**src/rtl/traffic_request_arbiter_if.sv**
```systemverilog
// Purpose: bundles the push-button request lines, the controller handshake
//          and the arbiter status outputs into one port for
//          traffic_request_arbiter.
// Signals:
//   not_ns_walk_request         button, active-low, asynchronous
//   not_ew_walk_request         button, active-low, asynchronous
//   not_southbound_left_request button, active-low, asynchronous
//   slot_ready                  controller at a phase boundary
//   grant_ack                   controller accepts the offered grant (pulse)
//   service_done                controller finished the granted service (pulse)
//   grant[2:0]                  one-hot {left, ew_walk, ns_walk}
//   grant_valid                 grant offered / being serviced
//   pending[2:0]                latched requests {left, ew_walk, ns_walk}
//   walk_request_waiting        |pending
//   timeout_err                 1-cycle pulse when an offer times out
// The master modport is the board/controller side; the slave modport is the arbiter.
interface traffic_request_arbiter_if;
  logic       not_ns_walk_request;
  logic       not_ew_walk_request;
  logic       not_southbound_left_request;
  logic       slot_ready;
  logic       grant_ack;
  logic       service_done;
  logic [2:0] grant;
  logic       grant_valid;
  logic [2:0] pending;
  logic       walk_request_waiting;
  logic       timeout_err;

  modport master (
    output not_ns_walk_request, not_ew_walk_request, not_southbound_left_request,
    output slot_ready, grant_ack, service_done,
    input  grant, grant_valid, pending, walk_request_waiting, timeout_err
  );

  modport slave (
    input  not_ns_walk_request, not_ew_walk_request, not_southbound_left_request,
    input  slot_ready, grant_ack, service_done,
    output grant, grant_valid, pending, walk_request_waiting, timeout_err
  );
endinterface

```
**src/rtl/traffic_request_arbiter.sv**
```systemverilog
// Purpose: synchronizes three push-button requests, latches them as pending
//          and hands them one at a time to the traffic controller in
//          round-robin order (ns_walk -> ew_walk -> left -> ns_walk ...).
// Ports:
//   clk_27  system clock, rising edge
//   reset   asynchronous, active-high
//   bus     traffic_request_arbiter_if.slave (buttons, handshake, status)
// Parameters:
//   SYNC_STAGES  flops per button synchronizer (>=2)
//   ACK_TIMEOUT  cycles an offer may wait for grant_ack before withdrawal
//   TO_W         timeout counter width; must hold ACK_TIMEOUT
module traffic_request_arbiter #(
  parameter int SYNC_STAGES = 2,
  parameter int ACK_TIMEOUT = 255,
  parameter int TO_W        = 8
) (
  input  logic                      clk_27,
  input  logic                      reset,
  traffic_request_arbiter_if.slave  bus
);

  typedef enum logic [1:0] {
    ST_IDLE  = 2'd0,
    ST_OFFER = 2'd1,
    ST_BUSY  = 2'd2
  } state_t;

  // Button bit order matches grant/pending: {left, ew_walk, ns_walk}.
  logic [2:0] btn_n;
  assign btn_n = {bus.not_southbound_left_request,
                  bus.not_ew_walk_request,
                  bus.not_ns_walk_request};

  logic [2:0] sync_q [SYNC_STAGES];
  logic [2:0] prev_q;
  logic [2:0] fall;

  // NOTE: synchronizer flops reset to 1 (button released) so leaving reset
  // never looks like a press; they are real flops, not a memory, so they can
  // take a reset value.
  always_ff @(posedge clk_27 or posedge reset) begin
    if (reset) begin
      for (int s = 0; s < SYNC_STAGES; s++) sync_q[s] <= 3'b111;
      prev_q <= 3'b111;
    end else begin
      // NOTE: non-blocking assignments make every stage sample the previous
      // stage's old value, which is what turns this into a shift chain.
      sync_q[0] <= btn_n;
      for (int s = 1; s < SYNC_STAGES; s++) sync_q[s] <= sync_q[s-1];
      prev_q <= sync_q[SYNC_STAGES-1];
    end
  end

  // Press = synchronized line going 1 -> 0; a held button yields one pulse.
  assign fall = prev_q & ~sync_q[SYNC_STAGES-1];

  state_t         state_q, state_d;
  logic [2:0]     pending_q, pending_d;
  logic [2:0]     grant_q, grant_d;
  logic           grant_valid_q, grant_valid_d;
  logic           timeout_err_q, timeout_err_d;
  logic [1:0]     rr_ptr_q, rr_ptr_d;
  logic [TO_W-1:0] cnt_q, cnt_d;
  logic [2:0]     clear_mask;
  logic [1:0]     rr_after_winner;

  // First set request found scanning upward from ptr, wrapping mod 3.
  function automatic logic [2:0] rr_pick(input logic [2:0] req, input logic [1:0] ptr);
    logic [2:0] pick;
    logic [1:0] idx;
    pick = '0;
    for (int k = 0; k < 3; k++) begin
      idx = 2'((int'(ptr) + k) % 3);
      if (pick == '0 && req[idx]) pick[idx] = 1'b1;
    end
    return pick;
  endfunction

  // Pointer moves just past the winner so it goes to the back of the line.
  always_comb begin
    rr_after_winner = 2'd0;
    if (grant_q[0])      rr_after_winner = 2'd1;
    else if (grant_q[1]) rr_after_winner = 2'd2;
  end

  // NOTE: every signal assigned here gets a default first so no path leaves
  // it unassigned and no latch is inferred.
  always_comb begin
    state_d       = state_q;
    grant_d       = grant_q;
    grant_valid_d = grant_valid_q;
    timeout_err_d = 1'b0;
    rr_ptr_d      = rr_ptr_q;
    cnt_d         = cnt_q;
    clear_mask    = '0;

    case (state_q)
      ST_IDLE: begin
        if (bus.slot_ready && (|pending_q)) begin
          grant_d       = rr_pick(pending_q, rr_ptr_q);
          grant_valid_d = 1'b1;
          cnt_d         = '0;
          state_d       = ST_OFFER;
        end
      end
      ST_OFFER: begin
        if (bus.grant_ack) begin
          // An ack arriving on the timeout cycle still wins.
          clear_mask = grant_q;
          cnt_d      = '0;
          state_d    = ST_BUSY;
        end else if (cnt_q == TO_W'(ACK_TIMEOUT - 1)) begin
          grant_d       = '0;
          grant_valid_d = 1'b0;
          rr_ptr_d      = rr_after_winner;
          timeout_err_d = 1'b1;
          state_d       = ST_IDLE;
        end else begin
          cnt_d = cnt_q + 1'b1;
        end
      end
      ST_BUSY: begin
        if (bus.service_done) begin
          grant_d       = '0;
          grant_valid_d = 1'b0;
          rr_ptr_d      = rr_after_winner;
          state_d       = ST_IDLE;
        end
      end
      default: state_d = ST_IDLE;
    endcase

    // Set after clear: a fresh press on the winner in the ack cycle survives.
    pending_d = (pending_q & ~clear_mask) | fall;
  end

  always_ff @(posedge clk_27 or posedge reset) begin
    if (reset) begin
      state_q       <= ST_IDLE;
      pending_q     <= '0;
      grant_q       <= '0;
      grant_valid_q <= 1'b0;
      timeout_err_q <= 1'b0;
      rr_ptr_q      <= 2'd0;
      cnt_q         <= '0;
    end else begin
      state_q       <= state_d;
      pending_q     <= pending_d;
      grant_q       <= grant_d;
      grant_valid_q <= grant_valid_d;
      timeout_err_q <= timeout_err_d;
      rr_ptr_q      <= rr_ptr_d;
      cnt_q         <= cnt_d;
    end
  end

  assign bus.grant                = grant_q;
  assign bus.grant_valid          = grant_valid_q;
  assign bus.pending              = pending_q;
  assign bus.walk_request_waiting = |pending_q;
  assign bus.timeout_err          = timeout_err_q;

endmodule

```
**src/flat_wrapper.sv**
```systemverilog
// flat-port wrapper written by rule: the top's interface ports become plain ports
module traffic_request_arbiter_flat 
#(
  parameter int SYNC_STAGES = 2,
  parameter int ACK_TIMEOUT = 255,
  parameter int TO_W        = 8
)
  (clk_27, reset, bus_not_ns_walk_request, bus_not_ew_walk_request, bus_not_southbound_left_request, bus_slot_ready, bus_grant_ack, bus_service_done, bus_grant, bus_grant_valid, bus_pending, bus_walk_request_waiting, bus_timeout_err);
  traffic_request_arbiter_if bus_i ();
  input  logic clk_27;
  input  logic reset;
  input wire logic [$bits(bus_i.not_ns_walk_request)-1:0] bus_not_ns_walk_request;
  input wire logic [$bits(bus_i.not_ew_walk_request)-1:0] bus_not_ew_walk_request;
  input wire logic [$bits(bus_i.not_southbound_left_request)-1:0] bus_not_southbound_left_request;
  input wire logic [$bits(bus_i.slot_ready)-1:0] bus_slot_ready;
  input wire logic [$bits(bus_i.grant_ack)-1:0] bus_grant_ack;
  input wire logic [$bits(bus_i.service_done)-1:0] bus_service_done;
  output wire logic [$bits(bus_i.grant)-1:0] bus_grant;
  output wire logic [$bits(bus_i.grant_valid)-1:0] bus_grant_valid;
  output wire logic [$bits(bus_i.pending)-1:0] bus_pending;
  output wire logic [$bits(bus_i.walk_request_waiting)-1:0] bus_walk_request_waiting;
  output wire logic [$bits(bus_i.timeout_err)-1:0] bus_timeout_err;
  assign bus_i.not_ns_walk_request = bus_not_ns_walk_request;
  assign bus_i.not_ew_walk_request = bus_not_ew_walk_request;
  assign bus_i.not_southbound_left_request = bus_not_southbound_left_request;
  assign bus_i.slot_ready = bus_slot_ready;
  assign bus_i.grant_ack = bus_grant_ack;
  assign bus_i.service_done = bus_service_done;
  assign bus_grant = bus_i.grant;
  assign bus_grant_valid = bus_i.grant_valid;
  assign bus_pending = bus_i.pending;
  assign bus_walk_request_waiting = bus_i.walk_request_waiting;
  assign bus_timeout_err = bus_i.timeout_err;
  traffic_request_arbiter #(.SYNC_STAGES(SYNC_STAGES), .ACK_TIMEOUT(ACK_TIMEOUT), .TO_W(TO_W)) u_core (.clk_27(clk_27), .reset(reset), .bus(bus_i));
endmodule
```
**config.mk**
```make
export PLATFORM = sky130hd
export DESIGN_NAME = traffic_request_arbiter_flat
export DESIGN_NICKNAME = d
export VERILOG_FILES = /design/src/rtl/traffic_request_arbiter_if.sv /design/src/rtl/traffic_request_arbiter.sv /design/src/flat_wrapper.sv
export SDC_FILE = /design/constraint.sdc
export NUM_CORES = 1
export LEC_CHECK = 0
export ABC_AREA = 1
export CAP_MARGIN = 30
export CORE_AREA = 4 4 67 75
export DETAILED_ROUTE_END_ITERATION = 7
export DIE_AREA = 0 0 71 79
export DONT_BUFFER_PORTS = 1
export PLACE_DENSITY = 0.62
export SETUP_SLACK_MARGIN = 0.2
export SYNTH_ARGS = -nofsm -noshare
export SYNTH_HDL_FRONTEND = slang
export SYNTH_SLANG_ARGS = --single-unit
```
**constraint.sdc**
```tcl
create_clock -name clk_27 -period 4.56 [get_ports clk_27]
set_input_delay 1.368 -clock clk_27 [delete_from_list [all_inputs] [get_ports clk_27]]
set_output_delay 1.368 -clock clk_27 [all_outputs]
set_load 0.01 [all_outputs]
```
# After elaboration in Yosys (flattened, before gate mapping)
# Cells that the tools add are included.
# classes
n_eq_ne,9
n_lt_le_gt_ge,6
n_reduce_logical,17
n_addsub,3
n_div,3
n_mux,49
bitwise_logic,7
# ops
cell,count
$mod A32 B3 Y32 const B,2
$mux W3,13
$mod A3 B3 Y32 const B,1
$mux W8,3
$mux W2,9
$pmux W8 S2,1
$mux W1,13
$lt A2 B3 Y1 const B,3
$or A3 B3 Y3,3
$pmux W3 S3,1
$add A8 B1 Y8 const B,1
$eq A8 B8 Y1 const B,1
$and A3 B3 Y3,2
$bmux W1 S2,3
$demux W1 S2,3
$ge A2 B1 Y1 const B,3
$logic_and A1 B1 Y1,6
$logic_not A3 Y1,2
$not A3 Y3,2
$pmux W2 S3,1
$reduce_and A3 Y1,2
$reduce_and A5 Y1,1
$ne A2 B1 Y1 const B,2
$ne A2 B2 Y1 const B,2
other kinds (13),14
# totals
input_bits,8
register_bits,29
elab_cells,104

# Logic depth before layout (Yosys ltp)
# depth
word_depth,18
mapped_depth,14
mapped_depth_nobuf,14

# Least setup slack after synthesis
# No wires, ideal clock.
# synth_timing
path_type,input port to flip-flop
start,input bus_grant_ack
end,register u_core.cnt_q[2]
n_path_buf,0
path_slack_ns,2.354
t_arrival_ns,2.080
path_stages,7
setup_ns,0.126
cell_sequence,nor2_1 > inv_1 > nor2_4 > nor2_4 > nand2_1 > nand2_1 > nor3b_2
# synth_via
elab_chain_len,2
word_cells_on_any_way,4
# synth_rtl
item,line,source
from (decl),flat_wrapper.sv:16,input wire logic [$bits(bus_i.grant_ack)-1:0] bus_grant_ack;
$ne A3 B3 Y1 (no source line) or $mux W8 (tied branches),-,
$reduce_and A3 Y1 (no source line) or $pmux W8 S2 (tied branches),-,
to (signal assigned),traffic_request_arbiter.sv:153,cnt_q <= cnt_d;
to (decl),traffic_request_arbiter.sv:63,"logic [TO_W-1:0] cnt_q, cnt_d;"
# Several ways; a longest one is shown, not always the timed one.
# A chain may end at the register's enable or synchronous reset.

# Final worst setup path
# layout_timing
start,register u_core.pending_q[2] (netlist: u_core.bus.pending[2])
end,output bus_walk_request_waiting
# layout_via
elab_chain_len,1
# layout_rtl
item,line,source
from (decl),traffic_request_arbiter.sv:58,"logic [2:0] pending_q, pending_d;"
from (signal assigned),traffic_request_arbiter.sv:148,pending_q <= pending_d;
$reduce_or A3 Y1,traffic_request_arbiter.sv:160,assign bus.walk_request_waiting = |pending_q;
to (decl),flat_wrapper.sv:21,output wire logic [$bits(bus_i.walk_request_waiting)-1:0] bus_walk_request_waiting;
# No other way between the ends.

==> summary.md <==
| Metric | Value |
|---|---|
| Clock sink count | 29 |
| Critical path required time | 3.19 ns |
| Max Cap Violations | 0 |
| H-tree depth | 2 |
| P_leak | 0.905 nW |
| Peak supply drop | 169 uV |
| Synth warn | 0 |
| CTS tree | built |
| Die Ht | 79 um |
| Seq/Total Area, Yosys | 0.450 |
| Layout cells sized above 1 | 0.179 |
| Final hold violation count | 0 |
| DR vias | 1234 |
| DP Wirelength | 2.44 mm |
| Area contributors post-synth | dfrtp_1, dfstp_2, nand2_1, ha_1, nand3_1 |
| Cell variety after synth | 29 |
| Skew-Pair Late Insertion Delay | 0.29 ns |
| Root Buffer | clkbuf_8 |
| Worst-path maximum fanout | 6 |
| Largest net degree at the start of global routing | 18 |
| 1st-iter DRT viols | 48 |
| Remaining global-route overflow | 0 |
| Diodes inserted | 0 |
| Yosys top cell by area | dfrtp_1 |
| CTS Hold Buffers Added | 0 |
| Netlist Area Pre-Place | 0.00164 sq mm |
| Pre-CTS setup slack | 2.26 ns |
| Pre-Repair DR Iteration Count | 4 |
| Port buffer count | 0 |
| Critical path data arrival time | 1.04 ns |
| GRT Overall Usage | 0.129 |
| # placed instances | 247 |
| Synthesized instance count | 194 |
| Ys flop type | dfrtp_1 |
| Ys async rst share | 1.00 |
| Vias per cell | 4.84 |
| Fmax | 415 MHz |
| Hold crit path type | reg2reg |
| Initial antenna violation count | 0 |
| Clk_skew | 0.00737 ns |
| Standard-cell rows | 25 |
| Area Overhead vs Synth | 10.8% |
| Worst slew pin tran | 0.475 ns |
| IO Pins | 17 |
| Post_cts resized | 0 |
| CP top delay family | flip-flops |
| GP Congestion | 0.865 |
| Worst setup margin | 2.15 ns |
| Net count, final | 218 |
| Setup-failing EPs final | 0 |
| Total CTS buffers | 5 |
| Period utilisation layout | 0.529 |
| Min Tclk post-route | 2.41 ns |
| Synth top area share | 0.306 |
| Longest Clk Path Bufs | 2 |
| Vias in the first global route | 1240 |
| Worst path slowest cell | dfrtp_1 |
| WL/cell | 12.5 um |
| Status | completed |
| Postcts setup bufs | 0 |
| CP peak stage delay | 0.51 ns |
| Setup tns final | 0 ns |
| Worst Setup End Kind | output pin |
| First-pass GRT wire length | 5.64 mm |
| Die area | 0.00561 sq mm |
| Pwr dens | 662 mW/mm^2 |
| Post-synthesis net count | 212 |
| Number of synthesized register bits | 29 |
| Antenna Nets Post-Route | 0 |
| Final Slew Violations | 0 |
| DRC viols | 0 |
| Total wire length | 3.18 mm |
| Initial core utilization | 0.385 |
| Mapped Avg Cell Area | 8.44 sq um |
| Relative slew slack | 0.684 |
| Buf+Inv Stages, Crit Path | 1 |
| RSZ-0062 raised after global routing | no |
| Category of the worst setup path launch point | flip-flop |
| Die width | 71 um |
| Clock-pin slew on the worst setup and hold paths | 0.06 ns |
| Core area | 0.00425 sq mm |
| Crit path kind | reg2out |
| Crit-path cells | inv_2 > nand2_1 |
| Finished Layout Cells | 255 |
| Post-synth EDFFs | 0 |
## worst paths after layout
path | start | end | depth (start not counted) | slack (ns)
max in group asynchronous | reset | u_core.prev_q[1] | 2 | 2.92
min | u_core.sync_q[4] | u_core.sync_q[1] | 0 | 0.36
max | u_core.bus.pending[2] | bus_walk_request_waiting | 2 | 2.15
max reg2reg | u_core.state_q[1] | u_core.cnt_q[2] | 10 | 2.59
min reg2reg | u_core.sync_q[4] | u_core.sync_q[1] | 0 | 0.36
min in group asynchronous | reset | u_core.cnt_q[4] | 1 | 0.97
## state kept, by name, summed over array words and instances (netlist names)
| signal | cells |
|---|---|
| u_core.bus.grant | 3 |
| u_core.bus.grant_valid | 1 |
| u_core.bus.pending | 3 |
| u_core.bus.timeout_err | 1 |
| u_core.cnt_q | 8 |
| u_core.prev_q | 3 |
| u_core.rr_ptr_q | 2 |
| u_core.state_q | 2 |
| u_core.sync_q | 6 |
## cell usage in the layout, fill, tap and decap left out
cell type,count
dfstp_2,9
nand2_4,1
buf_4,1
and2_1,1
dfrtp_1,20
a21oi_1,1
o21ai_2,1
nor2_1,14
o211ai_1,1
a31o_2,1
nand3_1,19
ha_1,10
clkbuf_16,1
nand2_1,47
o21ai_0,11
o31ai_1,1
nor2_2,1
nor3b_2,2
nor2_4,3
nand4_4,1
a21boi_1,1
xor2_1,3
clkbuf_8,6
clkinvlp_4,1
a21oi_4,1
nor3_4,1
inv_2,6
nand4_1,4
nor3_1,1
inv_1,25
o21ai_1,6
## power breakdown
group,leakage [nW],switching [mW],internal (mW)
combinational,0.499,0.376,0.200
clock,0.0556,0.101,0.155
sequential,0.350,0.0596,0.309
## cell usage after synthesis (2+ instances only)
cell type / n
nand3_1: 19
inv_1: 25
ha_1: 10
nor3b_2: 2
o21ai_1: 6
dfstp_2: 9
inv_2: 6
dfrtp_1: 20
o21ai_0: 11
nor2_4: 3
xor2_1: 3
nor2_1: 14
nand2_1: 47
nand4_1: 4
## routing by layer
| metal | up-vias | global-route usage | part of all wire |
|---|---|---|---|
| met5 | - | 0 | 0 |
| met4 | 0 | 0.0639 | 0.021 |
| met3 | 5 | 0.0494 | 0.049 |
| met2 | 22 | 0.197 | 0.47 |
| met1 | 577 | 0.158 | 0.46 |
| li1 | 630 | - | - |
## metrics by stage
| stage | util | cell area [sq um] | hold slack [ns] | power, mW |
|---|---|---|---|---|
| final | 0.427 | 1820 | 0.356 | 1.20 |
| after global routing | 0.427 | 1820 | 0.360 | 1.32 |
| after CTS | 0.427 | 1820 | 0.357 | 1.22 |
| after detailed placement | 0.400 | 1700 | 0.347 | 0.952 |
| after global placement | 0.400 | 1700 | 0.346 | 0.947 |
| after floorplan | - | 1640 | 0.345 | 0.845 |
## cells by family after synthesis
family	Yosys count	synth area share
buf+inv	33	0.0787
simple gates	95	0.290
xor+xnor	3	0.0160
fa+ha+maj	10	0.0764
compound gates	24	0.0894
flops	29	0.450
## cell type report
type / count / area, sq um
Tap cell: 54 / 67.6
Sequential cell: 29 / 737
Clock inverter: 1 / 7.51
Timing Repair Buffer: 1 / 7.51
Clock buffer: 7 / 108
Inverter: 31 / 116
Multi-Input combinational cell: 132 / 772
Fill cell: 436 / 2440
(Power assumes the default switching activity.)
